**src/rtl/alu_exec_unit.sv**
```systemverilog
`timescale 1ns/1ps
// alu_exec_unit: execution-stage ALU. Logic and arithmetic ops finish in one
// cycle. Shifts are iterative and move one bit per cycle, with a
// start/busy/done handshake. The result and flags are registered and hold
// their value between completions.
module alu_exec_unit #(
    parameter int WIDTH = 32,
    parameter int SHW   = 5
) (
    input  logic             clk,
    input  logic             rst_n,
    input  logic             start,
    input  logic [3:0]       alu_op,
    input  logic [WIDTH-1:0] op_a,
    input  logic [WIDTH-1:0] op_b,
    output logic             busy,
    output logic             done,
    output logic [WIDTH-1:0] result,
    output logic             zero,
    output logic             carry,
    output logic             sign
);

    localparam logic [3:0] OP_ADD = 4'b0000;
    localparam logic [3:0] OP_SUB = 4'b0001;
    localparam logic [3:0] OP_AND = 4'b0010;
    localparam logic [3:0] OP_OR  = 4'b0011;
    localparam logic [3:0] OP_XOR = 4'b0100;
    localparam logic [3:0] OP_NOT = 4'b0101;
    localparam logic [3:0] OP_SLL = 4'b0110;
    localparam logic [3:0] OP_SRA = 4'b0111;
    localparam logic [3:0] OP_SRL = 4'b1000;
    localparam logic [3:0] OP_NEG = 4'b1001;
    localparam logic [3:0] OP_SLT = 4'b1010;

    typedef enum logic {
        S_IDLE  = 1'b0,
        S_SHIFT = 1'b1
    } state_t;

    state_t           r_state;
    logic [WIDTH-1:0] r_shreg;
    logic [SHW-1:0]   r_cnt;
    logic [3:0]       r_op;
    logic             r_done;
    logic [WIDTH-1:0] r_result;
    logic             r_zero;
    logic             r_carry;
    logic             r_sign;

    logic [SHW-1:0]   w_shamt;
    logic             w_is_shift;
    logic [WIDTH:0]   w_sum;
    logic [WIDTH:0]   w_diff;
    logic             w_slt;
    logic [WIDTH-1:0] w_alu_result;
    logic             w_alu_carry;
    logic [WIDTH-1:0] w_shift_next;

    assign w_shamt    = op_b[SHW-1:0];
    assign w_is_shift = (alu_op == OP_SLL) || (alu_op == OP_SRA) || (alu_op == OP_SRL);

    // Both adders are WIDTH+1 wide, so the top bit is the ADD carry or the
    // SUB borrow. A borrow occurs exactly when a < b as unsigned values.
    assign w_sum  = {1'b0, op_a} + {1'b0, op_b};
    assign w_diff = {1'b0, op_a} - {1'b0, op_b};
    assign w_slt  = $signed(op_a) < $signed(op_b);

    // Single-cycle result. A shift only takes this path when its shift
    // amount is 0, and in that case the result is op_a unchanged.
    always_comb begin
        // NOTE: every output of a combinational block gets a default first, so no path can leave a latch behind.
        w_alu_result = '0;
        w_alu_carry  = 1'b0;
        case (alu_op)
            OP_ADD: begin
                w_alu_result = w_sum[WIDTH-1:0];
                w_alu_carry  = w_sum[WIDTH];
            end
            OP_SUB: begin
                w_alu_result = w_diff[WIDTH-1:0];
                w_alu_carry  = w_diff[WIDTH];
            end
            OP_AND:                 w_alu_result = op_a & op_b;
            OP_OR:                  w_alu_result = op_a | op_b;
            OP_XOR:                 w_alu_result = op_a ^ op_b;
            OP_NOT:                 w_alu_result = ~op_a;
            OP_SLL, OP_SRA, OP_SRL: w_alu_result = op_a;
            OP_NEG:                 w_alu_result = '0 - op_b;
            OP_SLT:                 w_alu_result = WIDTH'(w_slt);
            default:                w_alu_result = '0;
        endcase
    end

    // One-bit step of the iterative shifter, selected by the latched opcode.
    always_comb begin
        w_shift_next = {1'b0, r_shreg[WIDTH-1:1]};
        case (r_op)
            OP_SLL:  w_shift_next = {r_shreg[WIDTH-2:0], 1'b0};
            OP_SRA:  w_shift_next = {r_shreg[WIDTH-1], r_shreg[WIDTH-1:1]};
            default: w_shift_next = {1'b0, r_shreg[WIDTH-1:1]};
        endcase
    end

    // Control FSM and datapath registers. The result and flags are written
    // only on a completion and keep their value on every other cycle.
    always_ff @(posedge clk or negedge rst_n) begin
        if (!rst_n) begin
            // NOTE: sequential state uses non-blocking assignments so every register samples pre-edge values.
            r_state  <= S_IDLE;
            r_shreg  <= '0;
            r_cnt    <= '0;
            r_op     <= '0;
            r_done   <= 1'b0;
            r_result <= '0;
            r_zero   <= 1'b0;
            r_carry  <= 1'b0;
            r_sign   <= 1'b0;
        end else begin
            r_done <= 1'b0;
            case (r_state)
                S_IDLE: begin
                    if (start) begin
                        if (w_is_shift && (w_shamt != '0)) begin
                            r_shreg <= op_a;
                            r_cnt   <= w_shamt;
                            r_op    <= alu_op;
                            r_state <= S_SHIFT;
                        end else begin
                            r_result <= w_alu_result;
                            r_zero   <= (w_alu_result == '0);
                            r_carry  <= w_alu_carry;
                            r_sign   <= w_alu_result[WIDTH-1];
                            r_done   <= 1'b1;
                        end
                    end
                end
                S_SHIFT: begin
                    r_shreg <= w_shift_next;
                    r_cnt   <= r_cnt - SHW'(1);
                    if (r_cnt == SHW'(1)) begin
                        r_result <= w_shift_next;
                        r_zero   <= (w_shift_next == '0);
                        r_carry  <= 1'b0;
                        r_sign   <= w_shift_next[WIDTH-1];
                        r_done   <= 1'b1;
                        r_state  <= S_IDLE;
                    end
                end
                default: r_state <= S_IDLE;
            endcase
        end
    end

    assign busy   = (r_state == S_SHIFT);
    assign done   = r_done;
    assign result = r_result;
    assign zero   = r_zero;
    assign carry  = r_carry;
    assign sign   = r_sign;

endmodule
```
**config.mk**
```make
export PLATFORM = sky130hd
export DESIGN_NAME = alu_exec_unit
export DESIGN_NICKNAME = d
export VERILOG_FILES = /design/src/rtl/alu_exec_unit.sv
export SDC_FILE = /design/constraint.sdc
export NUM_CORES = 1
export LEC_CHECK = 0
export ABC_AREA = 1
export ABC_CLOCK_PERIOD_IN_PS = 2800
export CELL_PAD_IN_SITES_DETAIL_PLACEMENT = 0
export CELL_PAD_IN_SITES_GLOBAL_PLACEMENT = 2
export CORE_UTILIZATION = 33
export DETAILED_ROUTE_END_ITERATION = 12
export GPL_ROUTABILITY_DRIVEN = 0
export GPL_TIMING_DRIVEN = 0
export PLACE_DENSITY_LB_ADDON = 0.2
export SYNTH_ARGS = -nofsm -noshare
export SYNTH_HDL_FRONTEND = slang
export SYNTH_SLANG_ARGS = --single-unit
```
**constraint.sdc**
```tcl
create_clock -name clk -period 2.8 [get_ports clk]
set_clock_uncertainty 0.1 [all_clocks]
set_input_delay 0.28 -clock clk [delete_from_list [all_inputs] [get_ports clk]]
set_output_delay 0.28 -clock clk [all_outputs]
set_load 0.01 [all_outputs]
```
Word-level counts from Yosys, hierarchy flattened
Index checks and enable logic that the tools add are counted.
- register bits: 78
- input port bits: 71
- output and inout port bits: 37
- $add $sub $neg: 4
- magnitude comparators: 1
- equal/unequal tests: 17
- multiplexer cells: 33
- bitwise operators: 5
- reduce and logical (&&, ||, !) cells: 11
- operator list (kind ; count):
    $pmux W32 S9 ; 1
    $pmux W32 S2 ; 3
    $mux W32 ; 5
    $logic_not A32 Y1 ; 2
    $add A32 B32 Y33 ; 1
    $sub A32 B32 Y33 ; 1
    $and A32 B32 Y32 ; 1
    $lt A32 B32 Y1 ; 1
    $not A32 Y32 ; 1
    $or A32 B32 Y32 ; 1
    $sub A1 B32 Y32 const A ; 1
    $xor A32 B32 Y32 ; 1
    $eq A4 B3 Y1 const B ; 6
    $mux W1 ; 15
    $eq A4 B4 Y1 const B ; 3
    $pmux W1 S2 ; 6
    $mux W5 ; 2
    $pmux W5 S2 ; 1
    $eq A4 B2 Y1 const B ; 2
    $ne A2 B2 Y1 const B ; 3
    $reduce_and A3 Y1 ; 2
    $eq A5 B1 Y1 const B ; 1
    $reduce_bool A5 Y1 ; 1
    $sub A5 B1 Y5 const B ; 1
    8 further kinds ; 9

Depth between registers and ports, before layout
- depth in word-level cells: 7
- mapped depth: 21

Worst setup path before layout
No wires, ideal clock.
- kind: input to register
- start point: input port op_a[0]
- end point: register r_zero, in the netlist zero
- arrival time: 2.154 ns
- required time: 2.623 ns
- slack: 0.468 ns
- cell stages on the path: 20
- cell sequence: inv_1 -> ha_1 -> fa_1 -> inv_1 -> nand2_1 -> nand2_1 -> nand3_1 -> nand2_2 -> nand2_1 -> nand2_1 -> nand2_1 -> nand2_1 -> nand2_1 -> nand3_1 -> nand3b_1 -> nor2_1 -> nand2_1 -> nor2_1 -> nand4_1 -> a21oi_1
- word-level cells in the longest chain between the ends: 6
- elaborated cells between the ends (all ways): 12
- those cells by class: add/sub: 2; order compare: 1; mux: 4; bitwise: 4; reduce/logical: 1
- ends and longest elaborated chain (what ; RTL line ; source):
    start, declared ; 14 ; input logic [WIDTH-1:0] op_a,
    $sub A32 B32 Y33, or another cell as far along ; 66 ; assign w_diff = {1'b0, op_a} - {1'b0, op_b};
    $pmux W32 S9 * ; 75 ; case (alu_op)
    $logic_not A32 Y1 * ; 131 ; r_zero <= (w_alu_result == '0);
    $mux W1 * ; 124 ; if (w_is_shift && (w_shamt != '0)) begin
    $mux W1 * ; 123 ; if (start) begin
    $pmux W1 S2 * ; 121 ; case (r_state)
    end signal, assigned ; 131 ;
    end signal, assigned ; 143 ; r_zero <= (w_shift_next == '0);
    end, declared ; 47 ; logic r_zero;
Mark *: on every way between the ends. The rest lies on a longest branch, timed or not. The select of a mux whose other input is x is not followed.
A chain may end at the register's enable or synchronous reset.

Worst setup path after layout
- start point: register r_op[2]
- end point: register r_zero, in the netlist zero
- word-level cells in the longest chain between the ends: 5
- elaborated cells between the ends (all ways): 6
- those cells by class: eq/ne: 2; mux: 3; reduce/logical: 1
- ends and longest elaborated chain (what ; RTL line ; source):
    start, declared ; 44 ; logic [3:0] r_op;
    start signal, assigned ; 127 ; r_op <= alu_op;
    $eq A4 B3 Y1 ; 98 ; case (r_op)
    $pmux W32 S2 * ; 98 ;
    $logic_not A32 Y1 * ; 143 ;
    $mux W1 * ; 141 ; if (r_cnt == SHW'(1)) begin
    $pmux W1 S2 * ; 121 ;
Marked as above.

==> results_dict.tcl <==
set metrics [dict create \
    drc_errors 0 \
    synth_top_area_share_pct 20.49 \
    area_growth_syn_to_layout_pct 30.20 \
    drtAntennaViolNets 0 \
    syn_avg_cell_area_um2 5.647 \
    cts_buffers 9 \
    synth_top_flop_cell "dfrtp_1" \
    total_power_mw 8.039 \
    max_freq_mhz 363.8 \
    syn_nets 2223 \
    postSynth.asyncResetShare_pct 100.0 \
    io_buffer_count 107 \
    synthesis.area_um2 11580 \
    startpoint "r_op[2]" \
    clk_latency_ps 350 \
    dpl.hpwl_um 47750 \
    whs_ps 125.0 \
    wl_per_cell_um 21.70 \
    ys_ff_latch 77 \
    cp.arrival_ps 2920 \
    min_path_type "input port to register" \
    status "finished clean" \
    initial_core_util_pct 33.51 \
    powerDensity_nw_per_um2 533.4 \
    dr.pass1.iters 7 \
    grt_pass1_vias 13460 \
    ir_drop_uv 741.2 \
    pin_count 108 \
    rows 68 \
    antenna_found_initial 0 \
    synth_edf_count 0 \
    worst_slew_pin_slew_ps 744.1 \
    yosys_warnings 0 \
    finalSetupViolCount 0 \
    nets 2381 \
    die_h_um 189.3 \
    required_ps 2970 \
    drt_iter0_drc 1356 \
    crit_type "register to register" \
    setup_tns_ps 0 \
    vias 14460 \
    report.final.slew_viol_count 0 \
    cts_tree "done" \
    synth_cells 2050 \
    core_area_um2 34540 \
    synth_area_leaders "nand2_1, dfrtp_1, ha_1" \
    grt_max_degree 70 \
    r2r-start "r_op[2]" \
    crit_path_max_fanout 10 \
    fin_crit_sh_pct 98.16 \
    grtUsageTotal_pct 31.68 \
    fin_crit_ps 2749 \
    leakage_nw 7.337 \
    dieArea_um2 35830 \
    clock_sinks 77 \
    endpoint_kind "register" \
    grt_pass1_wl_um 83660 \
    relSlewSlack_pct 50.34 \
    min-delay-start "op_b[2]" \
    maxCapViolCount 0 \
    final_layout_size_suffix_gt1_share_pct 22.19 \
    synth.largest_area_cell "nand2_1" \
    clockBufferDepth 2 \
    clockRootBuffer "clkbuf_16" \
    drt-total-wl_um 57910 \
    cts_max_level 3 \
    die-width_um 189.3 \
    final-hold-violation-count 0 \
    start_kind "register" \
    netlist_top_cells_count "nand2_1, inv_1, nor2_1" \
    via_per_inst 5.419 \
    grt-ovfl-total 0 \
    yosysMostFrequentCell "nand2_1" \
    path_clk_slew_ps 60 \
    ys_types 48 \
    seq_area_frac_synth_pct 16.65 \
]
-- sequential cells by signal (all words and copies together) (netlist names) --
signal   count
r_shreg     32
r_cnt        5
carry        1
zero         1
result      32
r_op         4
busy         1
done         1
-- report_power, final --
part | total (mW) | switching (mW) | internal (mW) | leakage [nW]
combinational | 4.70 | 2.90 | 1.80 | 6.21
sequential | 1.91 | 0.288 | 1.63 | 0.950
clock | 1.43 | 0.469 | 0.957 | 0.175
total | 8.04 | 3.66 | 4.38 | 7.34
-- per-stage QoR --
stage	utilization [%]	cells	setup WS (ps)	cell area, um2
after floorplan	-	2050	468.3	11580
after global placement	38.26	2612	-1479	13220
after detailed placement	38.33	2613	-1417	13240
after CTS	41.80	2646	0.07039	14440
after global routing	43.63	2668	-6.305	15070
final	43.63	2669	51.45	15070
-- cell usage in the layout (no fill, tap or decap), types with 9 or more instances in the layout --
master / instances
nand2_1: 569
inv_1: 267
nor2_1: 187
nand3_1: 135
ha_1: 80
dfrtp_1: 77
o21ai_0: 72
inv_2: 68
nand2_2: 62
a21oi_1: 42
buf_4: 42
o221ai_1: 40
clkdlybuf4s50_1: 40
buf_2: 38
nor2_2: 36
nand4_1: 30
o22ai_1: 30
a31oi_1: 29
a21oi_2: 27
nand3_2: 27
nor2_4: 25
clkbuf_2: 23
o21ai_1: 20
buf_6: 18
ha_4: 18
clkdlybuf4s15_2: 16
nor3_1: 15
clkbuf_1: 13
nand3_4: 12
o211ai_1: 12
nand2_4: 9
nand3b_1: 9
clkbuf_16: 9
-- layout make-up --
type | count | area (um2)
Clock buffer | 9 | 225.2
Inverter | 350 | 1351
Buffer | 68 | 478.0
Timing Repair Buffer | 148 | 1247
Multi-Input combinational cell | 1554 | 9134
Tap cell | 455 | 569.3
Fill cell | 3833 | 19470
Antenna cell | 1 | 2.502
Sequential cell | 77 | 1927
Clock inverter | 7 | 137.6
-- repair_timing --
action / CTS / global route
hold endpoints to repair: 77 / 0
buffers inserted: 17 / 20
hold buffers: 1 / 0
gates resized for setup: 363 / 237
pin swaps: 30 / 61
cloned: 0 / 2
endpoints found under the setup margin: 75 / 42
-- final timing paths --
path / endpoint / slack (ps) / cells after the start
worst min-delay path: r_cnt[2] / 130 / 3
worst min register to register: r_op[3] / 390 / 1
min in group asynchronous: r_cnt[3] / 210 / 2
worst max-delay path: zero / 50 / 11
worst max register to register: zero / 50 / 11
max in group asynchronous: result[29] / 1810 / 3
-- worst max-delay path, stage by stage, from the launching register on --
cell and delay, ps:
dfrtp_1 360, inv_1 60, nor2_1 70, nand3_1 100, buf_2 270, clkbuf_1 500, o211ai_1 260, nor3_1 500
nand3_1 120, nor2_1 150, nor2_1 50, a21oi_1 130
-- layer usage --
metal | GRT usage (%) | up-vias | routed length, um
met4 | 10.02 | 0 | 1727
met5 | 0 | - | 0
met1 | 44.37 | 6852 | 26180
met3 | 2.947 | 78 | 4377
li1 | - | 6945 | -
met2 | 50.92 | 587 | 25630
-- kinds of logic after synthesis --
group | count (synthesis) | share of synthesized area (%)
buffers and inverters | 419 | 14.46
and+or+nand+nor | 1149 | 41.67
AOI/OAI and AO/OA | 303 | 16.07
adders and majority gates | 102 | 11.15
DFF | 77 | 16.65
(Power assumes the default switching activity.)
